**config.mk**
```make
export PLATFORM = sky130hd
export DESIGN_NAME = serial_subtractor
export DESIGN_NICKNAME = d
export VERILOG_FILES = /design/src/rtl/serial_subtractor.sv
export SDC_FILE = /design/constraint.sdc
export NUM_CORES = 1
export LEC_CHECK = 0
export BUFFER_PORTS_ARGS = -buffer_cell sky130_fd_sc_hd__clkbuf_2
export CORE_UTILIZATION = 40
export DETAILED_ROUTE_END_ITERATION = 10
export PLACE_DENSITY_LB_ADDON = 0.05
export SETUP_SLACK_MARGIN = 0.02
export SYNTH_ARGS = -nofsm -noshare
export SYNTH_HDL_FRONTEND = slang
export SYNTH_SLANG_ARGS = --single-unit
```
**constraint.sdc**
```tcl
create_clock -name clk -period 4.8 [get_ports clk]
set_clock_uncertainty 0.2 [all_clocks]
set_input_delay 0 -clock clk [delete_from_list [all_inputs] [get_ports clk]]
set_output_delay 0 -clock clk [all_outputs]
set_load 0.03 [all_outputs]
```
**src/rtl/serial_subtractor.sv**
```systemverilog
// Bit-serial subtractor: diff = x - y - borrow_in, STEP bits per clock, LSB slice first.
// Optional signed-overflow flag output enabled by defining SERIAL_SUBTRACTOR_OVF_EN.
module serial_subtractor #(
  parameter int WIDTH = 8,
  parameter int STEP  = 1
) (
  input  logic             clk,
  input  logic             rst,
  input  logic             start,
  input  logic [WIDTH-1:0] x,
  input  logic [WIDTH-1:0] y,
  input  logic             borrow_in,
  output logic             busy,
  output logic             done,
  output logic [WIDTH-1:0] diff,
`ifdef SERIAL_SUBTRACTOR_OVF_EN
  output logic             borrow,
  output logic             ovf
`else
  output logic             borrow
`endif
);

  localparam int N  = (STEP > 0) ? WIDTH / STEP : 1;
  localparam int CW = (N > 1) ? $clog2(N) : 1;
  localparam logic [CW-1:0] LAST = CW'(N - 1);

  generate
    if (WIDTH < 1 || STEP < 1 || (WIDTH % STEP) != 0) begin : g_bad_cfg
      $error("serial_subtractor: WIDTH must be >= 1 and an integer multiple of STEP");
    end
  endgenerate

  typedef enum logic [1:0] {IDLE, RUN, DONE} state_t;

  state_t           state;
  logic [WIDTH-1:0] xr;
  logic [WIDTH-1:0] yr;
  logic             br;
  logic [WIDTH-1:0] res;
  logic [CW-1:0]    cnt;
`ifdef SERIAL_SUBTRACTOR_OVF_EN
  logic             x_msb;
  logic             y_msb;
`endif

  // Ripple the borrow through one STEP-bit slice; returns {borrow_out, diff_bits}.
  function automatic logic [STEP:0] sub_slice(input logic [STEP-1:0] a,
                                              input logic [STEP-1:0] b,
                                              input logic            bi);
    logic [STEP-1:0] d;
    logic            bw;
    bw = bi;
    for (int i = 0; i < STEP; i++) begin
      d[i] = a[i] ^ b[i] ^ bw;
      bw   = (~a[i] & (b[i] ^ bw)) | (b[i] & bw);
    end
    return {bw, d};
  endfunction

  logic [STEP:0]         slice;
  logic [WIDTH+STEP-1:0] cat;
  logic [WIDTH-1:0]      res_next;

  // New slice bits enter from the MSB side; after N slices the LSB slice sits at bit 0.
  always_comb begin
    slice    = sub_slice(xr[STEP-1:0], yr[STEP-1:0], br);
    cat      = {slice[STEP-1:0], res};
    res_next = cat[WIDTH+STEP-1:STEP];
  end

  always_ff @(posedge clk or posedge rst) begin
    if (rst) begin
      state  <= IDLE;
      busy   <= 1'b0;
      done   <= 1'b0;
      diff   <= '0;
      borrow <= 1'b0;
      xr     <= '0;
      yr     <= '0;
      br     <= 1'b0;
      res    <= '0;
      cnt    <= '0;
`ifdef SERIAL_SUBTRACTOR_OVF_EN
      ovf    <= 1'b0;
      x_msb  <= 1'b0;
      y_msb  <= 1'b0;
`endif
    end else begin
      unique case (state)
        IDLE, DONE: begin
          done <= 1'b0;
          if (start) begin
            xr    <= x;
            yr    <= y;
            br    <= borrow_in;
            cnt   <= '0;
            busy  <= 1'b1;
            state <= RUN;
`ifdef SERIAL_SUBTRACTOR_OVF_EN
            x_msb <= x[WIDTH-1];
            y_msb <= y[WIDTH-1];
`endif
          end else begin
            state <= IDLE;
          end
        end
        RUN: begin
          xr  <= xr >> STEP;
          yr  <= yr >> STEP;
          br  <= slice[STEP];
          res <= res_next;
          cnt <= cnt + 1'b1;
          if (cnt == LAST) begin
            state  <= DONE;
            busy   <= 1'b0;
            done   <= 1'b1;
            diff   <= res_next;
            borrow <= slice[STEP];
`ifdef SERIAL_SUBTRACTOR_OVF_EN
            ovf    <= (x_msb != y_msb) && (res_next[WIDTH-1] != x_msb);
`endif
          end
        end
        default: begin
          state <= IDLE;
          busy  <= 1'b0;
          done  <= 1'b0;
        end
      endcase
    end
  end

endmodule

```
==> results.sh, run 1 <==
export IMPL_grt_pass1_vias=1245
export IMPL_finalHoldViolCount=0
export IMPL_crit_type="reg2reg"
export IMPL_final_period_utilization_pct=47.2
export IMPL_grt_pass1_wl_mm=5.69
export IMPL_top_layer_used="met4"
export IMPL_yosysMostFrequentCell="dfrtp_1"
export IMPL_clkSlewWorstSetupHoldPaths_ns=0.07
export IMPL_rows=23
export IMPL_grt_overflow=0
export IMPL_stdcell_area_um2=2190
export IMPL_yosys_area_top_type="dfrtp_1"
export IMPL_synth_distinct_cells=26
export IMPL_rr_worst_depth=2
export IMPL_wl_per_cell_um=13.5
export IMPL_hold_class="in2async"
export IMPL_drive_above_1_share_pct=23.4
export IMPL_wl_met1_mm=1.69
export IMPL_ir_drop_mv=0.219
export IMPL_worst_setup_path_end_kind="register"
export IMPL_p_per_area_nw_per_um2=638
export IMPL_rsz0062_at_grt="no"
export IMPL_io_buffer_count=30
export IMPL_coreArea_um2=4120
export IMPL_yosysWarningCount=0
export IMPL_syn_inst=159
export IMPL_maxSlewHeadroom_pct=48.2
export IMPL_dieHeight_um=68.5
export IMPL_drt_total_wl_mm=3.43
export IMPL_syn_area_um2=1770
export IMPL_first_pass_iters=5
export IMPL_cts_sink_count=39
export IMPL_fin_crit_ns=2.26
export IMPL_final_nets=228
export IMPL_drc=0
export IMPL_drt_iter0_markers=63
export IMPL_setup_viol=0
export IMPL_cap_violations=0
export IMPL_cts_root_buf="clkbuf_8"
export IMPL_ant_nets=0
export IMPL_grt_max_degree=40
export IMPL_synth_area_leaders="dfrtp_1 55%, mux2_4 5.9%, nand2_1 5.1%, mux2i_1 4.0%, a211oi_1 3.0%"
export IMPL_h_tree_depth=2
export IMPL_path_max_fanout=25
export IMPL_synth_edf_count=0
export IMPL_max_freq_mhz=442
export IMPL_power_leakage_nw=1.04
export IMPL_r2r_start="state[0]$_DFFE_PP0P_"
export IMPL_final_fill_count=402
export IMPL_diodes=0
export IMPL_power_mw=1.40
export IMPL_clk_path_buf_depth=2
export IMPL_critPathArrivalTime_ns=2.23
export IMPL_tightest_slew_ns=0.775
export IMPL_start_kind="register"
export IMPL_start_util_pct=42.9
export IMPL_die_w_um=68.5
export IMPL_cp_required_ns=4.77
export IMPL_grtUsageTotal_pct=17.0
export IMPL_synth_area_per_cell_um2=11.1
export IMPL_yosys_top_cells_count="39 x dfrtp_1, 24 x nand2_1, 10 x nor2_1"
export IMPL_async_reset_ff_share_pct=100
export IMPL_syn_num_nets=182
export IMPL_synth_top_cell_area_share_pct=55.2
export IMPL_setup_tns_ns=0
export IMPL_num_vias=1313
export IMPL_antenna_found_initial=0
export IMPL_timing_rr_end="diff[4]$_DFFE_PP0P_"
export IMPL_ff2ff_setup_slack_ns=2.54
export IMPL_clock_latency_ns=0.29
export IMPL_cts_made_buffers=5
export IMPL_area_delta_synth_final_pct=24.1
export IMPL_met2_length_mm=1.54
export IMPL_wl_met3_um=144
export IMPL_dp_hpwl_mm=2.17
export IMPL_dieArea_um2=4690
export IMPL_ys_seq_area_share_pct=55.2
export IMPL_gp_congestion=0.684
export IMPL_post_cts_setup_buffers=0
export IMPL_vias_per_cell=5.15
export IMPL_boundaryPins=31
export IMPL_synth_ff_type="dfrtp_1"
export IMPL_synth_seq_cells=39
export IMPL_tritoncts="yes"
export IMPL_status="finished clean"
export IMPL_place_area_um2=1920
export IMPL_maxSlewViolCount=0
## critical path: stages (launching register included)
cell	delay, ns
dfrtp_1	0.81
nand3b_1	0.63
mux2_1	0.50
## flip-flops by register name (all words and copies together), names as in the netlist
| register | flops |
|---|---|
| br | 1 |
| state | 2 |
| diff | 8 |
| busy | 1 |
| cnt | 3 |
| res | 7 |
| xr | 8 |
| borrow | 1 |
| yr | 8 |
## report_power, final
group / total, mW / leakage, nW / switching (mW) / internal (mW)
clock network: 0.222 / 0.0470 / 0.110 / 0.113
registers: 0.613 / 0.468 / 0.127 / 0.486
logic: 0.564 / 0.523 / 0.309 / 0.254
## logic make-up (layout without fill, tap and decap cells)
group                      count (synthesis)  after routing  synth area share, %
buffers and inverters                     14             60                 4.67
AOI/OAI and AO/OA                         31             31                 11.2
adders and majority gates                  3              3                 2.55
DFF                                       39             39                 55.2
and+or+nand+nor                           55             55                 14.7
muxes                                     16             16                 11.2
xor gates and xnor gates                   1              1                0.496
## layer usage
metal  track usage (%)  up-vias
met4              6.25        0
met3              5.50        6
met2              26.5       34
li1                  -      638
met1              21.8      635
met5                 0        -
## what timing repair did
| item | in CTS | in global routing |
|---|---|---|
| endpoints found under the hold margin | 57 | 0 |
| hold buffers | 19 | 0 |
| setup endpoints to repair | 0 | 0 |
| gates resized for setup | 0 | 0 |
## placed cells by master (no fill, tap or decap)
master         instances
dfrtp_1               39
clkbuf_2              30
nand2_1               24
dlygate4sd3_1         19
nor2_1                10
nor2b_1                8
o22ai_1                8
a21oi_1                8
nor3_1                 7
mux2_4                 7
mux2i_1                7
a211oi_1               7
clkbuf_8               6
a22o_1                 4
o21ai_1                4
nand2b_1               3
inv_1                  2
mux2_1                 2
ha_1                   2
and2b_2                1
nor2_4                 1
nand3b_1               1
inv_2                  1
xnor2_1                1
fa_1                   1
clkinv_2               1
buf_4                  1
## per-stage QoR
step           setup WS (ns)  std cells  hold slack (ns)  utilization (%)
2_1_floorplan           3.11        159          -0.0603                -
3_3_place_gp            2.58        229          -0.0770             46.5
3_5_place_dp            2.52        229          -0.0631             46.5
4_1_cts                 2.49        255            0.179             53.3
5_1_grt                 2.34        255            0.257             53.3
6_report                2.54        255            0.161             53.3
## worst max-delay path by stage
| stage | end | startpoint | slack [ns] |
|---|---|---|---|
| final | diff[4]$_DFFE_PP0P_ | state[0]$_DFFE_PP0P_ | 2.54 |
| after global routing | diff[4]$_DFFE_PP0P_ | state[0]$_DFFE_PP0P_ | 2.34 |
| after CTS | diff[4]$_DFFE_PP0P_ | state[0]$_DFFE_PP0P_ | 2.49 |
| after detailed placement | diff[4]$_DFFE_PP0P_ | state[0]$_DFFE_PP0P_ | 2.52 |
| after global placement | diff[4]$_DFFE_PP0P_ | state[0]$_DFFE_PP0P_ | 2.58 |
| after floorplan | borrow$_DFFE_PP0P_ | cnt[0]$_DFFE_PP0P_ | 3.11 |
## area by class of cell
cell class,instances,area [um2],area share (%)
Clock inverter,1,5.00,0.228
Clock buffer,6,82.6,3.76
Sequential cell,39,976,44.5
Multi-Input combinational cell,106,708,32.3
Timing Repair Buffer,50,348,15.9
Inverter,3,11.3,0.513
Tap cell,50,62.6,2.85
Note: power is estimated with default switching activity, not from simulation.
==> run 2, diff against run 1 <==
==> constraint.sdc (replaced) <==
create_clock -name clk -period 2.3 [get_ports clk]
set_clock_uncertainty 0.2 [all_clocks]
set_input_delay 0 -clock clk [delete_from_list [all_inputs] [get_ports clk]]
set_output_delay 0 -clock clk [all_outputs]
set_load 0.03 [all_outputs]
==> run 2 against run 1 <==
Effect of this change:
- fmax grew 29%
- combinational power grew 120%
- flip-flop and latch count is the same
==> results.sh, run 2 (synthesized netlist as in run 1, its figures left out) <==
export IMPL_dp_hpwl_mm=2.20
export IMPL_rows=23
export IMPL_final_fill_count=362
export IMPL_clkPwrFrac_pct=21.5
export IMPL_path_max_fanout=11
export IMPL_cts_root_buf="clkbuf_8"
export IMPL_coreArea_um2=4120
export IMPL_top_regs="diff x8, xr x8, yr x8"
export IMPL_post_place_ws_ns=0.531
export IMPL_grt_max_degree=40
export IMPL_post_cts_setup_buffers=0
export IMPL_tightest_slew_ns=0.643
export IMPL_drive_above_1_share_pct=25.2
export IMPL_worst_setup_path_end_kind="register"
export IMPL_drc=0
export IMPL_finalHoldViolCount=0
export IMPL_power_frac_seq_pct=39.1
export IMPL_dieArea_um2=4690
export IMPL_wl_per_cell_um=13.1
export IMPL_cts_sink_count=39
export IMPL_drt_total_wl_mm=3.42
export IMPL_grt_pass1_wl_mm=5.73
export IMPL_combPwrFrac_pct=39.4
export IMPL_setup_viol=0
export IMPL_drt_iter0_markers=54
export IMPL_p_sw_share_pct=36.6
export IMPL_final_period_utilization_pct=76.4
export IMPL_area_delta_synth_final_pct=28.6
export IMPL_switchingPower_mw=1.15
export IMPL_finalWorstSetupSlack_ns=0.542
export IMPL_dieHeight_um=68.5
export IMPL_clock_latency_ns=0.29
export IMPL_maxSlewViolCount=0
export IMPL_start_kind="register"
export IMPL_critPathArrivalTime_ns=1.74
export IMPL_cts_made_buffers=5
export IMPL_status="finished clean"
export IMPL_clkSlewWorstSetupHoldPaths_ns=0.08
export IMPL_die_w_um=68.5
export IMPL_clk_path_buf_depth=2
export IMPL_start_util_pct=42.9
export IMPL_tritoncts="yes"
export IMPL_cp_required_ns=2.28
export IMPL_final_nets=232
export IMPL_grt_pass1_vias=1228
export IMPL_max_freq_mhz=569
export IMPL_internal_power_mw=2.00
export IMPL_multi_input_area_um2=708
export IMPL_rsz0062_at_grt="no"
export IMPL_grtUsageTotal_pct=17.2
export IMPL_setup_tns_ns=0
export IMPL_vias_per_cell=5.03
export IMPL_io_buffer_count=30
export IMPL_p_per_area_nw_per_um2=1390
export IMPL_diodes=0
export IMPL_ant_nets=0
export IMPL_first_pass_iters=4
export IMPL_hold_class="in2async"
export IMPL_final_cell_mix="39 x dfrtp_1, 30 x clkbuf_2, 24 x nand2_1, 19 x dlygate4sd3_1, 10 x nor2_1"
export IMPL_antenna_found_initial=0
export IMPL_h_tree_depth=2
export IMPL_cap_violations=0
export IMPL_final_common_cell="dfrtp_1"
export IMPL_crit_type="reg2reg"
export IMPL_num_vias=1309
export IMPL_gp_congestion=0.685
export IMPL_fin_crit_ns=1.76
export IMPL_cts_repair_resized=0
export IMPL_ir_drop_mv=0.615
export IMPL_seq_area_um2=976
export IMPL_grt_overflow=0
export IMPL_boundaryPins=31
export IMPL_power_leakage_nw=1.08
export IMPL_hold_buffers=19
export IMPL_maxSlewHeadroom_pct=57.2
-- run 2: cell count changes in the layout (fill, tap and decap cells not counted), sizes merged --
cell,before,now
buf,1,5
bufinv,0,2
clkbuf,36,35
clkinv,1,0
clkinvlp,0,1
-- run 2: per-layer routing --
metal  GRT usage [%]  up-vias  wire length, um
li1                -      645                -
met3            6.50        5              160
met4            6.25        0               46
met5               0        -                0
met2            25.6       26             1590
met1            22.6      633             1620
-- run 2: through the flow --
step                      cell area, um2  util, %  std cells  hold slack [ns]  total power, mW
after global placement              1950     47.3        233          -0.0736             2.43
after global routing                2270     55.2        260            0.217             3.39
after CTS                           2270     55.2        260            0.177             3.18
after floorplan                     1770        -        159          -0.0603             2.20
after detailed placement            1950     47.3        233          -0.0645             2.47
final                               2270     55.2        260            0.149             3.15
-- run 2: critical path, cell delays in order (launching register included) --
cell and delay (ns):
dfrtp_1 0.41, ha_1 0.22, ha_1 0.20, nand3b_1 0.08, buf_4 0.22, mux2_1 0.33
-- run 2: final cells by class --
type	instances	area share, %
clock buffers	5	3.03
clock inverters	3	2.97
inverters	3	0.496
multi-input cells	106	31.2
flip-flops and latches	39	43.0
well taps	50	2.75
repair buffers	54	16.6
-- run 2: power groups by stage --
| stage | Combinational, mW | Clock [mW] | Sequential [mW] |
|---|---|---|---|
| floorplan | 0.837 | 0 | 1.36 |
| global placement | 1.20 | 0 | 1.23 |
| detailed placement | 1.22 | 0 | 1.25 |
| CTS | 1.25 | 0.692 | 1.24 |
| global route | 1.38 | 0.731 | 1.28 |
| finish | 1.24 | 0.678 | 1.23 |
-- run 2: final timing paths --
path | start | slack, ns | depth (start not counted) | end
min in group clk | y[7] | 0.27 | 3 | yr[7]$_DFFE_PP0P_
max in group asynchronous | rst | 1.41 | 4 | res[4]$_DFFE_PP0P_
max | cnt[0]$_DFFE_PP0P_ | 0.54 | 5 | diff[4]$_DFFE_PP0P_
max reg2reg | cnt[0]$_DFFE_PP0P_ | 0.54 | 5 | diff[4]$_DFFE_PP0P_
min reg2reg | diff[7]$_DFFE_PP0P_ | 0.29 | 2 | diff[7]$_DFFE_PP0P_
min | rst | 0.15 | 4 | yr[1]$_DFFE_PP0P_
==> run 3, diff against run 2 <==
--- a/config.mk
+++ b/config.mk
@@ -5,6 +5,7 @@
 export SDC_FILE = /design/constraint.sdc
 export NUM_CORES = 1
 export LEC_CHECK = 0
+export ABC_AREA = 1
 export BUFFER_PORTS_ARGS = -buffer_cell sky130_fd_sc_hd__clkbuf_2
 export CORE_UTILIZATION = 40
 export DETAILED_ROUTE_END_ITERATION = 10
==> constraint.sdc (replaced) <==
create_clock -name clk -period 1.7 [get_ports clk]
set_clock_uncertainty 0.2 [all_clocks]
set_input_delay 0 -clock clk [delete_from_list [all_inputs] [get_ports clk]]
set_output_delay 0 -clock clk [all_outputs]
set_load 0.03 [all_outputs]
==> run 3 against run 2 <==
Effect of this change:
- clock-buffer cell count unchanged
- wire length up 5.8%
- synthesized cell count grew 40%
- register-to-register slack worse by 0.39 ns
- via count is 12% higher
- sequential power grew 32%
- die area increased by 5.8%
- first-iteration DRC count is 50% higher
- combinational power increased by 58%
- final cell count grew 26%
- area after synthesis increased by 6.0%
==> results.sh, run 3 <==
export IMPL_status="finished clean"
export IMPL_rr_worst_depth=6
export IMPL_yosys_top_cells_count="73 x nand2_1, 40 x inv_1, 39 x dfrtp_1, 30 x nand3_1, 11 x o21ai_0"
export IMPL_final_period_utilization_pct=91.2
export IMPL_maxSlewViolCount=0
export IMPL_coreArea_um2=4410
export IMPL_rows=24
export IMPL_syn_num_nets=246
export IMPL_power_mw=4.35
export IMPL_ys_seq_area_share_pct=52.1
export IMPL_drt_iter0_markers=81
export IMPL_grt_max_degree=40
export IMPL_grt_pass1_wl_mm=6.41
export IMPL_final_nets=298
export IMPL_worst_setup_path_end_kind="register"
export IMPL_ir_drop_mv=1.02
export IMPL_drt_total_wl_mm=3.62
export IMPL_syn_inst=223
export IMPL_final_cell_mix="73 x nand2_1, 40 x inv_1, 39 x dfrtp_1, 30 x nand3_1, 30 x clkbuf_2"
export IMPL_drc=0
export IMPL_final_common_cell="nand2_1"
export IMPL_synth_edf_count=0
export IMPL_gp_congestion=0.744
export IMPL_power_leakage_nw=1.32
export IMPL_io_buffer_count=30
export IMPL_r2r_start="cnt[0]$_DFFE_PP0P_"
export IMPL_start_util_pct=42.4
export IMPL_tightest_slew_ns=0.496
export IMPL_post_cts_setup_buffers=0
export IMPL_max_freq_mhz=645
export IMPL_fin_crit_ns=1.55
export IMPL_num_vias=1460
export IMPL_grt_overflow=0
export IMPL_hold_class="in2async"
export IMPL_synth_top_cell_area_share_pct=52.1
export IMPL_tritoncts="yes"
export IMPL_dieArea_um2=4960
export IMPL_ff2ff_setup_slack_ns=0.15
export IMPL_maxSlewHeadroom_pct=66.9
export IMPL_syn_area_um2=1870
export IMPL_yosysWarningCount=0
export IMPL_vias_per_cell=4.45
export IMPL_dieHeight_um=70.4
export IMPL_boundaryPins=31
export IMPL_cp_required_ns=1.69
export IMPL_area_delta_synth_final_pct=25.7
export IMPL_top_regs="diff x8, xr x8, yr x8"
export IMPL_cts_root_buf="clkbuf_8"
export IMPL_path_max_fanout=18
export IMPL_diodes=0
export IMPL_wl_per_cell_um=11.0
export IMPL_clkSlewWorstSetupHoldPaths_ns=0.07
export IMPL_cts_repair_resized=0
export IMPL_setup_viol=0
export IMPL_ant_nets=0
export IMPL_critPathArrivalTime_ns=1.54
export IMPL_drive_above_1_share_pct=21.4
export IMPL_p_per_area_nw_per_um2=1850
export IMPL_synth_distinct_cells=19
export IMPL_yosys_area_top_type="dfrtp_1"
export IMPL_dp_hpwl_mm=2.34
export IMPL_synth_seq_cells=39
export IMPL_synth_area_per_cell_um2=8.40
export IMPL_antenna_found_initial=0
export IMPL_clk_path_buf_depth=2
export IMPL_start_kind="register"
export IMPL_setup_tns_ns=0
export IMPL_cts_sink_count=39
export IMPL_grt_pass1_vias=1403
export IMPL_yosysMostFrequentCell="nand2_1"
export IMPL_hold_buffers=19
export IMPL_timing_rr_end="diff[0]$_DFFE_PP0P_"
export IMPL_grtUsageTotal_pct=16.8
export IMPL_cts_made_buffers=5
export IMPL_crit_type="reg2reg"
export IMPL_rsz0062_at_grt="no"
export IMPL_synth_area_leaders="dfrtp_1 52%, nand2_1 15%, inv_1 8.0%, nand3_1 8.0%, o21ai_2 3.7%"
export IMPL_async_reset_ff_share_pct=100
export IMPL_die_w_um=70.4
export IMPL_clock_latency_ns=0.29
export IMPL_finalHoldViolCount=0
export IMPL_synth_ff_type="dfrtp_1"
export IMPL_first_pass_iters=4
export IMPL_h_tree_depth=2
export IMPL_cap_violations=0
run 3: final cells by class:
type                    count  area, um2
repair buffers             54        378
clock inverters             3       43.8
multi-input cells         132        654
fillers                   402       2060
clock buffers               5       68.8
inverters                  43        169
flip-flops and latches     39        976
well taps                  52       65.1
run 3: power breakdown:
group | leakage, nW | total [mW] | switching, mW | internal, mW
clock | 0.0581 | 0.769 | 0.332 | 0.437
combinational | 0.780 | 1.96 | 1.25 | 0.705
sequential | 0.483 | 1.62 | 0.256 | 1.37
run 3: worst max-delay path, cell delays in order, from the launching register on:
cell	delay [ns]
dfrtp_1	0.40
ha_1	0.20
ha_1	0.23
nand2_4	0.23
inv_1	0.09
nand2_1	0.07
nand2_1	0.04
run 3: per-stage QoR:
| stage | worst slack [ns] | hold WS (ns) | util (%) | instances | instance area [um2] |
|---|---|---|---|---|---|
| after floorplan | 0.243 | -0.0790 | - | 223 | 1870 |
| after global placement | 0.139 | -0.0606 | 46.5 | 301 | 2050 |
| after detailed placement | 0.133 | -0.0690 | 46.5 | 301 | 2050 |
| after CTS | 0.132 | 0.155 | 53.3 | 328 | 2350 |
| after global routing | 0.0551 | 0.198 | 53.3 | 328 | 2350 |
| final | 0.150 | 0.145 | 53.3 | 328 | 2350 |
run 3: kinds of logic after synthesis:
logic type | synth area share [%]
buffers and inverters | 13.0
AND/OR/NAND/NOR | 25.6
AO/OA/AOI/OAI | 6.95
flip-flops | 52.1
adder cells (fa/ha/maj) | 2.40
run 3: metal layers:
| metal | track usage [%] | part of all wire, % |
|---|---|---|
| met5 | 0 | 0 |
| met4 | 6.00 | 1.4 |
| met3 | 5.19 | 3.4 |
| met2 | 23.0 | 41 |
| met1 | 24.7 | 54 |
run 3: how the worst max path moves through the flow:
stage / from / slack (ns) / to / depth (start not counted)
2_1_floorplan: state[1]$_DFFE_PP0P_ / 0.24 / br$_DFFE_PP0P_ / 7
3_3_place_gp: cnt[0]$_DFFE_PP0P_ / 0.14 / diff[0]$_DFFE_PP0P_ / 6
3_5_place_dp: cnt[0]$_DFFE_PP0P_ / 0.13 / diff[0]$_DFFE_PP0P_ / 6
4_1_cts: cnt[0]$_DFFE_PP0P_ / 0.13 / diff[0]$_DFFE_PP0P_ / 6
5_1_grt: cnt[0]$_DFFE_PP0P_ / 0.06 / diff[0]$_DFFE_PP0P_ / 6
6_report: cnt[0]$_DFFE_PP0P_ / 0.15 / diff[0]$_DFFE_PP0P_ / 6
